==> src/rtl/font_rd_arbiter_if.sv <==
// Font memory arbitration bundle: display fetch, secondary readback and memory ports.
// The slave modport is the arbiter's view, master is the requester/memory side.
interface font_rd_arbiter_if #(
   parameter int CHAR_W = 7,
   parameter int ROW_W  = 4,
   parameter int ADDR_W = 11
);
   logic              disp_req_i;
   logic [CHAR_W-1:0] disp_char_i;
   logic [ROW_W-1:0]  disp_row_i;
   logic              disp_valid_o;
   logic [7:0]        disp_data_o;
   logic              sec_req_i;
   logic [ADDR_W-1:0] sec_addr_i;
   logic              sec_gnt_o;
   logic              sec_rvalid_o;
   logic [7:0]        sec_rdata_o;
   logic              sec_starved_o;
   logic              clr_starved_i;
   logic [ADDR_W-1:0] mem_addr_o;
   logic [7:0]        mem_dout_i;

   modport slave (
      input  disp_req_i, disp_char_i, disp_row_i,
      input  sec_req_i, sec_addr_i, clr_starved_i, mem_dout_i,
      output disp_valid_o, disp_data_o, sec_gnt_o, sec_rvalid_o,
      output sec_rdata_o, sec_starved_o, mem_addr_o
   );

   modport master (
      output disp_req_i, disp_char_i, disp_row_i,
      output sec_req_i, sec_addr_i, clr_starved_i, mem_dout_i,
      input  disp_valid_o, disp_data_o, sec_gnt_o, sec_rvalid_o,
      input  sec_rdata_o, sec_starved_o, mem_addr_o
   );
endinterface

==> src/rtl/font_rd_arbiter.sv <==
// Font memory arbiter: display has strict priority, secondary gets idle cycles; read data
// returns 1 cycle after issue to the owning requester; secondary waits (held req) with starvation flag.
module font_rd_arbiter #(
   parameter int CHAR_W     = 7,
   parameter int ROW_W      = 4,
   parameter int ADDR_W     = 11,
   parameter int STARVE_MAX = 64
) (
   input  logic             clk_i,
   input  logic             rstn_i,
   font_rd_arbiter_if.slave bus
);
   localparam int CNT_W = $clog2(STARVE_MAX + 1);

   logic [ADDR_W-1:0] r_addr;
   logic              r_tag_disp;
   logic              r_tag_sec;
   logic [CNT_W-1:0]  r_wait_cnt;
   logic              r_starved;

   logic [ADDR_W-1:0] w_disp_addr;
   logic [ADDR_W-1:0] w_mem_addr;
   logic              w_sec_gnt;
   logic              w_wait;
   logic [CNT_W-1:0]  w_cnt_nxt;
   logic              w_set;

   assign w_disp_addr = {bus.disp_char_i[CHAR_W-1:0], bus.disp_row_i[ROW_W-1:0]};
   assign w_sec_gnt   = bus.sec_req_i & ~bus.disp_req_i;
   assign w_wait      = bus.sec_req_i & ~w_sec_gnt;

   // Idle cycles replay the last issued address so the memory bus does not toggle.
   always_comb begin
      w_mem_addr = r_addr;
      if (bus.disp_req_i)
         w_mem_addr = w_disp_addr;
      else if (bus.sec_req_i)
         w_mem_addr = bus.sec_addr_i;
   end

   always_comb begin
      w_cnt_nxt = '0;
      if (w_wait)
         w_cnt_nxt = (r_wait_cnt == CNT_W'(STARVE_MAX)) ? r_wait_cnt : r_wait_cnt + CNT_W'(1);
   end

   assign w_set = w_wait & (w_cnt_nxt == CNT_W'(STARVE_MAX));

   always_ff @(posedge clk_i or negedge rstn_i) begin
      if (!rstn_i) begin
         r_addr     <= '0;
         r_tag_disp <= 1'b0;
         r_tag_sec  <= 1'b0;
         r_wait_cnt <= '0;
         r_starved  <= 1'b0;
      end else begin
         if (bus.disp_req_i | bus.sec_req_i)
            r_addr <= w_mem_addr;
         r_tag_disp <= bus.disp_req_i;
         r_tag_sec  <= w_sec_gnt;
         r_wait_cnt <= w_cnt_nxt;
         // A new set outranks a simultaneous clear so no starvation event is lost.
         r_starved  <= w_set | (r_starved & ~bus.clr_starved_i);
      end
   end

   assign bus.mem_addr_o    = w_mem_addr;
   assign bus.sec_gnt_o     = w_sec_gnt;
   assign bus.disp_valid_o  = r_tag_disp;
   assign bus.disp_data_o   = bus.mem_dout_i;
   assign bus.sec_rvalid_o  = r_tag_sec;
   assign bus.sec_rdata_o   = bus.mem_dout_i;
   assign bus.sec_starved_o = r_starved;
endmodule

==> src/flat_wrapper.sv <==
// flat-port wrapper written by rule: the top's interface ports become plain ports
module font_rd_arbiter_flat 
#(
   parameter int CHAR_W     = 7,
   parameter int ROW_W      = 4,
   parameter int ADDR_W     = 11,
   parameter int STARVE_MAX = 64
)
  (clk_i, rstn_i, bus_disp_req_i, bus_disp_char_i, bus_disp_row_i, bus_sec_req_i, bus_sec_addr_i, bus_clr_starved_i, bus_mem_dout_i, bus_disp_valid_o, bus_disp_data_o, bus_sec_gnt_o, bus_sec_rvalid_o, bus_sec_rdata_o, bus_sec_starved_o, bus_mem_addr_o);
  font_rd_arbiter_if #(.CHAR_W(CHAR_W), .ROW_W(ROW_W), .ADDR_W(ADDR_W)) bus_i ();
  input  logic clk_i;
  input  logic rstn_i;
  input wire logic [$bits(bus_i.disp_req_i)-1:0] bus_disp_req_i;
  input wire logic [$bits(bus_i.disp_char_i)-1:0] bus_disp_char_i;
  input wire logic [$bits(bus_i.disp_row_i)-1:0] bus_disp_row_i;
  input wire logic [$bits(bus_i.sec_req_i)-1:0] bus_sec_req_i;
  input wire logic [$bits(bus_i.sec_addr_i)-1:0] bus_sec_addr_i;
  input wire logic [$bits(bus_i.clr_starved_i)-1:0] bus_clr_starved_i;
  input wire logic [$bits(bus_i.mem_dout_i)-1:0] bus_mem_dout_i;
  output wire logic [$bits(bus_i.disp_valid_o)-1:0] bus_disp_valid_o;
  output wire logic [$bits(bus_i.disp_data_o)-1:0] bus_disp_data_o;
  output wire logic [$bits(bus_i.sec_gnt_o)-1:0] bus_sec_gnt_o;
  output wire logic [$bits(bus_i.sec_rvalid_o)-1:0] bus_sec_rvalid_o;
  output wire logic [$bits(bus_i.sec_rdata_o)-1:0] bus_sec_rdata_o;
  output wire logic [$bits(bus_i.sec_starved_o)-1:0] bus_sec_starved_o;
  output wire logic [$bits(bus_i.mem_addr_o)-1:0] bus_mem_addr_o;
  assign bus_i.disp_req_i = bus_disp_req_i;
  assign bus_i.disp_char_i = bus_disp_char_i;
  assign bus_i.disp_row_i = bus_disp_row_i;
  assign bus_i.sec_req_i = bus_sec_req_i;
  assign bus_i.sec_addr_i = bus_sec_addr_i;
  assign bus_i.clr_starved_i = bus_clr_starved_i;
  assign bus_i.mem_dout_i = bus_mem_dout_i;
  assign bus_disp_valid_o = bus_i.disp_valid_o;
  assign bus_disp_data_o = bus_i.disp_data_o;
  assign bus_sec_gnt_o = bus_i.sec_gnt_o;
  assign bus_sec_rvalid_o = bus_i.sec_rvalid_o;
  assign bus_sec_rdata_o = bus_i.sec_rdata_o;
  assign bus_sec_starved_o = bus_i.sec_starved_o;
  assign bus_mem_addr_o = bus_i.mem_addr_o;
  font_rd_arbiter #(.CHAR_W(CHAR_W), .ROW_W(ROW_W), .ADDR_W(ADDR_W), .STARVE_MAX(STARVE_MAX)) u_core (.clk_i(clk_i), .rstn_i(rstn_i), .bus(bus_i));
endmodule
==> config.mk <==
export PLATFORM = sky130hd
export DESIGN_NAME = font_rd_arbiter_flat
export DESIGN_NICKNAME = d
export VERILOG_FILES = /design/src/rtl/font_rd_arbiter_if.sv /design/src/rtl/font_rd_arbiter.sv /design/src/flat_wrapper.sv
export SDC_FILE = /design/constraint.sdc
export NUM_CORES = 1
export LEC_CHECK = 0
export ABC_AREA = 1
export BUFFER_PORTS_ARGS = -buffer_cell sky130_fd_sc_hd__buf_4
export CAP_MARGIN = 20
export CORE_MARGIN = 2
export CORE_UTILIZATION = 45
export DETAILED_ROUTE_END_ITERATION = 16
export PLACE_DENSITY = 0.78
export SYNTH_ARGS = -nofsm -noshare
export SYNTH_HDL_FRONTEND = slang
export SYNTH_SLANG_ARGS = --single-unit
==> constraint.sdc <==
create_clock -name clk_i -period 2.7 [get_ports clk_i]
set_clock_uncertainty 0.05 [all_clocks]
set_input_delay 0.27 -clock clk_i [delete_from_list [all_inputs] [get_ports clk_i]]
set_output_delay 0.27 -clock clk_i [all_outputs]
set_load 0.03 [all_outputs]
### Word level (Yosys, flattened, before mapping)

Index checks and enable logic that the tools add are counted.

| storage, ports and cells | value |
|---|---|
| output and inout port bits | 31 |
| input bits | 35 |
| bits in registers | 21 |

| operators by class | value |
|---|---|
| add/sub/neg operators | 1 |
| mux-type cells | 4 |
| bitwise logic cells | 9 |
| equal/unequal tests | 2 |

Operators by type and width:

| operator | count |
|---|---|
| $mux W11 | 2 |
| $eq A7 B7 Y1 const B | 2 |
| $mux W7 | 2 |
| $add A7 B1 Y7 const B | 1 |
| $and A1 B1 Y1 | 4 |
| $not A1 Y1 | 3 |
| $or A1 B1 Y1 | 2 |

### Logic depth before layout (Yosys ltp)

Gate-level depths: netlist (run 1).

| depth | value |
|---|---|
| depth in word-level cells | 8 |
| mapped depth | 11 |
| depth with buffers taken out | 11 |

### Least setup slack after synthesis (run 1)

Ideal clock, no wire load.

| timing path | value |
|---|---|
| path kind | input to output |
| start | in bus_sec_req_i |
| end | out bus_mem_addr_o[1] |
| path buffers | 1 |
| path slack | 1.320 ns |
| stages | 5 |
| data arrival time | 1.060 ns |
| path through | inv_1 -> nor2_1 -> buf_2 -> nand2_1 -> nand3_1 |

| on the way | value |
|---|---|
| word-level cells in the longest chain between the ends | 2 |

Ends and longest elaborated chain:

| item | RTL line | source |
|---|---|---|
| start, declared | flat_wrapper.sv:16 | `input wire logic [$bits(bus_i.sec_req_i)-1:0] bus_sec_req_i;` |
| $mux W11 | font_rd_arbiter.sv:37 | `else if (bus.sec_req_i)` |
| $mux W11 | font_rd_arbiter.sv:35 | `if (bus.disp_req_i)` |
| end, declared | flat_wrapper.sv:26 | `output wire logic [$bits(bus_i.mem_addr_o)-1:0] bus_mem_addr_o;` |

Every way passes these cells.

### Final worst setup path (run 1)

| timing path | value |
|---|---|
| start | in bus_disp_req_i |
| end | out bus_mem_addr_o[4] |

| on the way | value |
|---|---|
| word-level cells in the longest chain between the ends | 1 |

Ends and longest elaborated chain:

| item | RTL line | source |
|---|---|---|
| start, declared | flat_wrapper.sv:13 | `input wire logic [$bits(bus_i.disp_req_i)-1:0] bus_disp_req_i;` |
| $mux W11 | font_rd_arbiter.sv:35 |  |

Every way passes these cells.

==> impl_metrics.tcl, run 1 <==
set metrics [dict create \
    core-area_um2 2480 \
    final_area_um2 1430 \
    slowest_delay_ns 0.64 \
    io_buffers 41 \
    pin_count 66 \
    critPathRequiredTime_ns 2.38 \
    finalSetupViolations 0 \
    synth-seq-area-share_pct 44.3 \
    grt_pass1_vias 1013 \
    drc 0 \
    wl_um 2360 \
    crit_path_frequent_cell "buf_4" \
    yosys-top-cells-area "dfrtp_1, nand2_1, nand3_1, buf_4, inv_1" \
    cts_tree "yes" \
    critical_path_class "input pin to output pin" \
    gr-total-overflow 0 \
    rows 18 \
    diodes 0 \
    first_pass_iters 4 \
    worst_slew_pin_slew_ns 0.806 \
    grt_pass1_wl_um 4030 \
    fp.dieW_um 55.3 \
    dp_hpwl_um 1830 \
    cp_max_fo 15 \
    rsz0062_at_grt "false" \
    avgSynthCellArea_um2 7.51 \
    grt.busiest_layer "met2" \
    drive_gt1_share_pct 24.9 \
    dieArea_um2 3060 \
    placed_area_um2 1400 \
    regArea_um2 526 \
    yosysTopAreaCell "dfrtp_1" \
    whs_ns 0.128 \
    gr-usage-all-layers_pct 16.2 \
    cts.path.max_buffers 2 \
    clock_latency_ns 0.30 \
    fin_crit_ns 1.83 \
    met1_usage_pct 18.8 \
    via_per_inst 4.86 \
    path_cells "buf_4 -> nor2_1 -> nand2_1 -> nand3_1 -> buf_4" \
    reg2reg_setup_slack_ns 1.25 \
    synth.cell_area_um2 1190 \
    ff2ff_path_depth 11 \
    fill_cells 230 \
    synth_seq_cells 21 \
    path_depth 5 \
    hp-class "input pin to flip-flop" \
    nets 223 \
    arrival_ns 1.51 \
    max_freq_mhz 545 \
    period_share_pct 67.9 \
    grtUsageMet2_pct 29.3 \
    synth_warnings 0 \
    h-tree-depth 1 \
    synth.top_cell.area_share_pct 44.3 \
    end_kind "output pin" \
    relSlewSlack_pct 46.0 \
    numClockSinks 21 \
    start_util_pct 47.9 \
    ir_drop_uv 337 \
    crit_path_top_delay_cell "nor2_1" \
    worstReg2RegStart "u_core.r_wait_cnt[0]" \
    r2r_end "u_core.bus.sec_starved_o" \
    status "complete, no violations" \
    multi_input_area_um2 463 \
    p_leak_nw 0.836 \
    final_core_util_pct 57.9 \
    power_density_nw_per_um2 446 \
    drtIter0Drc 22 \
    numCtsBuffers 3 \
    cts_resized 0 \
    critPathLaunchType "input pin" \
    syn_inst 158 \
    gp_congestion 0.802 \
    ys_types 15 \
    crit_path_end "bus_mem_addr_o[4]" \
    startpoint "bus_disp_req_i" \
    fin_setup_tns_ns 0 \
    postRouteAntennaNets 0 \
    clkTransAtPathRegs_ns 0.11 \
    grt_max_degree 22 \
    wl_per_cell_um 11.0 \
    cts_root_buf "clkbuf_4" \
    synth_fp_nets 195 \
    maxCapViolCount 0 \
    crit_family "simple AND/OR/NAND/NOR gates" \
    crit_buf_inv 2 \
    antenna_found_initial 0 \
    hold_viol 0 \
    num_vias 1044 \
    finalMaxSlewViolations 0 \
    fp.dieH_um 55.3 \
    syn_to_final_growth_pct 20.9 \
    use_met3_pct 3.51 \
]
per-layer routing:
layer  wire (um)  vias to the layer above
li1            -                      535
met1         964                      465
met2        1210                       40
met3         158                        4
met4          23                        0
met5           0                        -
stage by stage:
step | power [mW] | std cells | worst slack (ns)
2_1_floorplan | 0.469 | 158 | 1.32
3_3_place_gp | 0.493 | 210 | 0.902
3_5_place_dp | 0.496 | 210 | 0.860
4_1_cts | 0.644 | 215 | 0.832
5_1_grt | 0.674 | 215 | 0.682
6_report | 0.640 | 215 | 0.866
flip-flops by register name, summed over array words and instances, names as in the netlist:
| name | cells |
|---|---|
| u_core.r_wait_cnt | 7 |
| u_core.bus.sec_rvalid_o | 1 |
| u_core.bus.disp_valid_o | 1 |
| u_core.r_addr | 11 |
| u_core.bus.sec_starved_o | 1 |
what timing repair did:
| item | CTS | global route |
|---|---|---|
| setup buffers | 0 | 0 |
| hold endpoints to repair | 21 | 0 |
| hold buffers | 1 | 0 |
| endpoints found under the setup margin | 0 | 0 |
worst register-to-register path: stages, from the launching register on:
cell     delay (ns)
dfrtp_1        0.43
inv_1          0.11
ha_1           0.15
nand2_1        0.04
inv_1          0.09
nand3_2        0.09
nand2_1        0.07
nand3_1        0.09
nand2_1        0.07
nor2_1         0.04
nand2_1        0.06
nand2_1        0.04
cell type report:
class                           count  share of cell area (%)
Multi-Input combinational cell    101                    32.3
Clock buffer                        4                    1.83
Timing Repair Buffer               42                    22.2
Inverter                           17                    4.45
Tap cell                           30                    2.62
Sequential cell                    21                    36.6
cell usage after synthesis (all sizes together):
library cell  instances
nand2                53
nand3                31
dfrtp                21
buf                  18
inv                  17
nor2                  8
nand4                 3
ha                    2
a21oi                 1
clkbuf                1
o21ai                 1
o21bai                1
xor2                  1
placed cells by master (no fill, tap or decap), drive strengths merged:
master	n
nand2	53
buf	41
nand3	31
dfrtp	21
inv	17
nor2	8
clkbuf	4
nand4	3
ha	2
o21bai	1
xor2	1
a21oi	1
o21ai	1
dlygate4sd3	1
report_power, final:
group	internal (mW)	switching, mW
Combinational	0.0639	0.0872
Clock	0.0576	0.0922
Sequential	0.332	0.00631
how the worst min path moves through the flow:
stage	start	to	slack [ns]	cells after the start
after floorplan	rstn_i	u_core.bus.disp_valid_o	-0.08	0
after global placement	rstn_i	u_core.r_addr[2]	0.11	1
after detailed placement	rstn_i	u_core.r_addr[2]	0.12	1
after CTS	bus_disp_req_i	u_core.bus.disp_valid_o	0.13	1
after global routing	bus_disp_req_i	u_core.bus.disp_valid_o	0.12	1
final	bus_disp_req_i	u_core.bus.disp_valid_o	0.13	1
logic make-up after synthesis:
logic type	synth area share, %
buffers and inverters	16.7
xor gates and xnor gates	0.739
DFF	44.3
AOI/OAI and AO/OA	1.79
adders and majority gates	2.11
and+or+nand+nor	34.4
(Power assumes the default switching activity.)
==> run 2: changes to the inputs <==
--- a/config.mk
+++ b/config.mk
@@ -9,9 +9,9 @@
 export BUFFER_PORTS_ARGS = -buffer_cell sky130_fd_sc_hd__buf_4
 export CAP_MARGIN = 20
 export CORE_MARGIN = 2
-export CORE_UTILIZATION = 45
+export CORE_UTILIZATION = 44
 export DETAILED_ROUTE_END_ITERATION = 16
-export PLACE_DENSITY = 0.78
+export PLACE_DENSITY = 0.77
 export SYNTH_ARGS = -nofsm -noshare
 export SYNTH_HDL_FRONTEND = slang
 export SYNTH_SLANG_ARGS = --single-unit
==> constraint.sdc (replaced) <==
create_clock -name clk_i -period 1.8 [get_ports clk_i]
set_clock_uncertainty 0.05 [all_clocks]
set_input_delay 0.18 -clock clk_i [delete_from_list [all_inputs] [get_ports clk_i]]
set_output_delay 0.18 -clock clk_i [all_outputs]
set_load 0.03 [all_outputs]
==> run 2 against run 1 <==
Compared with the run above:
- register-to-register slack worse by 0.88 ns
- clock power increased by 48%
- clock-buffer cell count fell by 1
- setup slack lost 0.49 ns
- global-route usage is 0.50 points higher
- cell count up 0.93%
- sequential power grew 50%
- wire length fell by 0.89%
- first-iteration DRC count increased by 27%
==> impl_metrics.tcl, run 2 (same netlist as run 1, synthesis figures left out) <==
set metrics [dict create \
    status "complete, no violations" \
    wl_per_cell_um 10.8 \
    drc 0 \
    num_vias 1056 \
    layout_commonest_cell "nand2_1" \
    power.total_mw 0.961 \
    h-tree-depth 1 \
    critPathRequiredTime_ns 1.96 \
    top_regs "u_core.r_addr x11, u_core.r_wait_cnt x7" \
    ir_drop_uv 410 \
    cts.path.max_buffers 2 \
    layout_setup_ws_ns 0.374 \
    gp_congestion 0.890 \
    diodes 0 \
    ff2ff_path_depth 11 \
    rsz0062_at_grt "false" \
    fp.dieH_um 55.9 \
    numClockSinks 21 \
    first_pass_iters 4 \
    rows 18 \
    critPathLaunchType "flip-flop" \
    cts_setup_buffers 0 \
    dp_cells 212 \
    arrival_ns 1.58 \
    fin_crit_ns 1.43 \
    p_switching_mw 0.281 \
    hold_end "u_core.bus.disp_valid_o" \
    regMostFlops "u_core.r_addr" \
    seq_power_share_pct 52.9 \
    p_leak_nw 0.849 \
    drive_gt1_share_pct 26.2 \
    p_int_mw 0.680 \
    via_per_inst 4.87 \
    min-delay-start "bus_disp_req_i" \
    critical_path_class "flip-flop to flip-flop" \
    postRouteAntennaNets 0 \
    clkTransAtPathRegs_ns 0.11 \
    cp_max_fo 4 \
    finalMaxSlewViolations 0 \
    cts_root_buf "clkbuf_4" \
    syn_to_final_growth_pct 22.3 \
    wl_um 2340 \
    r2r_end "u_core.bus.sec_starved_o" \
    maxCapViolCount 0 \
    largest_reg_flops 11 \
    core-area_um2 2520 \
    power_density_nw_per_um2 663 \
    grt_max_degree 22 \
    dp_worst_setup_slack_ns 0.379 \
    hold_depth 1 \
    final_core_util_pct 57.5 \
    hold_viol 0 \
    final_area_um2 1450 \
    relSlewSlack_pct 83.0 \
    whs_ns 0.0415 \
    period_share_pct 79.2 \
    gr-usage-all-layers_pct 16.7 \
    fp.dieW_um 55.9 \
    worstReg2RegStart "u_core.r_wait_cnt[0]" \
    placed_area_um2 1410 \
    sw_frac_of_total_pct 29.2 \
    max_freq_mhz 701 \
    gr-total-overflow 0 \
    io_buffers 41 \
    numCtsBuffers 3 \
    worst_slew_pin_slew_ns 0.254 \
    pin_count 66 \
    combPwrFrac_pct 24.0 \
    dp_hpwl_um 1870 \
    nets 225 \
    grt_pass1_vias 1005 \
    end_kind "flip-flop" \
    finalSetupViolations 0 \
    fin_cells 217 \
    fin_setup_tns_ns 0 \
    final_cell_mix "nand2_1, buf_4, nand3_1, dfrtp_1, inv_1" \
    p_clk_share_pct 23.2 \
    fill_cells 241 \
    reg2reg_setup_slack_ns 0.37 \
    hp-class "input pin to flip-flop" \
    dieArea_um2 3130 \
    start_util_pct 47.0 \
    drtIter0Drc 28 \
    cts_tree "yes" \
    grt_pass1_wl_um 4150 \
    clock_latency_ns 0.30 \
    antenna_found_initial 0 \
]
==> run 2: changes by cell type in the layout (fill, tap and decap cells not counted), sizes merged <==
| cell | change |
|---|---|
| clkbuf | -1 |
| buf | +2 |
| clkinv | +1 |
==> run 2: layout make-up <==
| class | count | area (um2) | area share, % |
|---|---|---|---|
| sequential | 21 | 526 | 36.2 |
| timing repair buffer | 44 | 333 | 23.0 |
| multi-input combinational | 101 | 463 | 31.9 |
| tap | 30 | 37.5 | 2.59 |
| inverter | 17 | 63.8 | 4.40 |
| clock inverter | 1 | 5.00 | 0.345 |
| clock buffer | 3 | 22.5 | 1.55 |
==> run 2: timing repair <==
action / CTS / global route
hold buffers: 1 / 0
gates resized for setup: 0 / 0
endpoints found under the hold margin: 21 / 0
==> run 2: metal layers <==
layer | global-route usage (%) | wire (um) | vias to the layer above
li1 | - | - | 539
met1 | 19.6 | 982 | 479
met2 | 29.1 | 1180 | 34
met3 | 3.95 | 149 | 4
met4 | 6.80 | 30 | 0
met5 | 0 | 0 | -
==> run 2: power groups by stage <==
stage | Combinational [mW] | Sequential, mW | Clock [mW]
2_1_floorplan | 0.183 | 0.520 | 0
3_3_place_gp | 0.226 | 0.517 | 0
3_5_place_dp | 0.231 | 0.517 | 0
4_1_cts | 0.233 | 0.508 | 0.233
5_1_grt | 0.253 | 0.512 | 0.253
6_report | 0.230 | 0.508 | 0.222
==> run 2: worst max-delay path: stages, from the launching register on <==
cell,delay (ns)
dfrtp_1,0.43
inv_1,0.11
ha_1,0.15
nand2_1,0.04
inv_1,0.09
nand3_2,0.09
nand2_1,0.08
nand3_1,0.10
nand2_1,0.07
nor2_1,0.04
nand2_1,0.05
nand2_1,0.04
==> run 2: worst max path at each step <==
stage / from / end / slack (ns)
global route: u_core.r_wait_cnt[0] / u_core.bus.sec_starved_o / 0.23
floorplan: u_core.r_wait_cnt[0] / u_core.bus.sec_starved_o / 0.51
global placement: u_core.r_wait_cnt[0] / u_core.bus.sec_starved_o / 0.43
CTS: u_core.r_wait_cnt[0] / u_core.bus.sec_starved_o / 0.36
finish: u_core.r_wait_cnt[0] / u_core.bus.sec_starved_o / 0.37
detailed placement: u_core.r_wait_cnt[0] / u_core.bus.sec_starved_o / 0.38
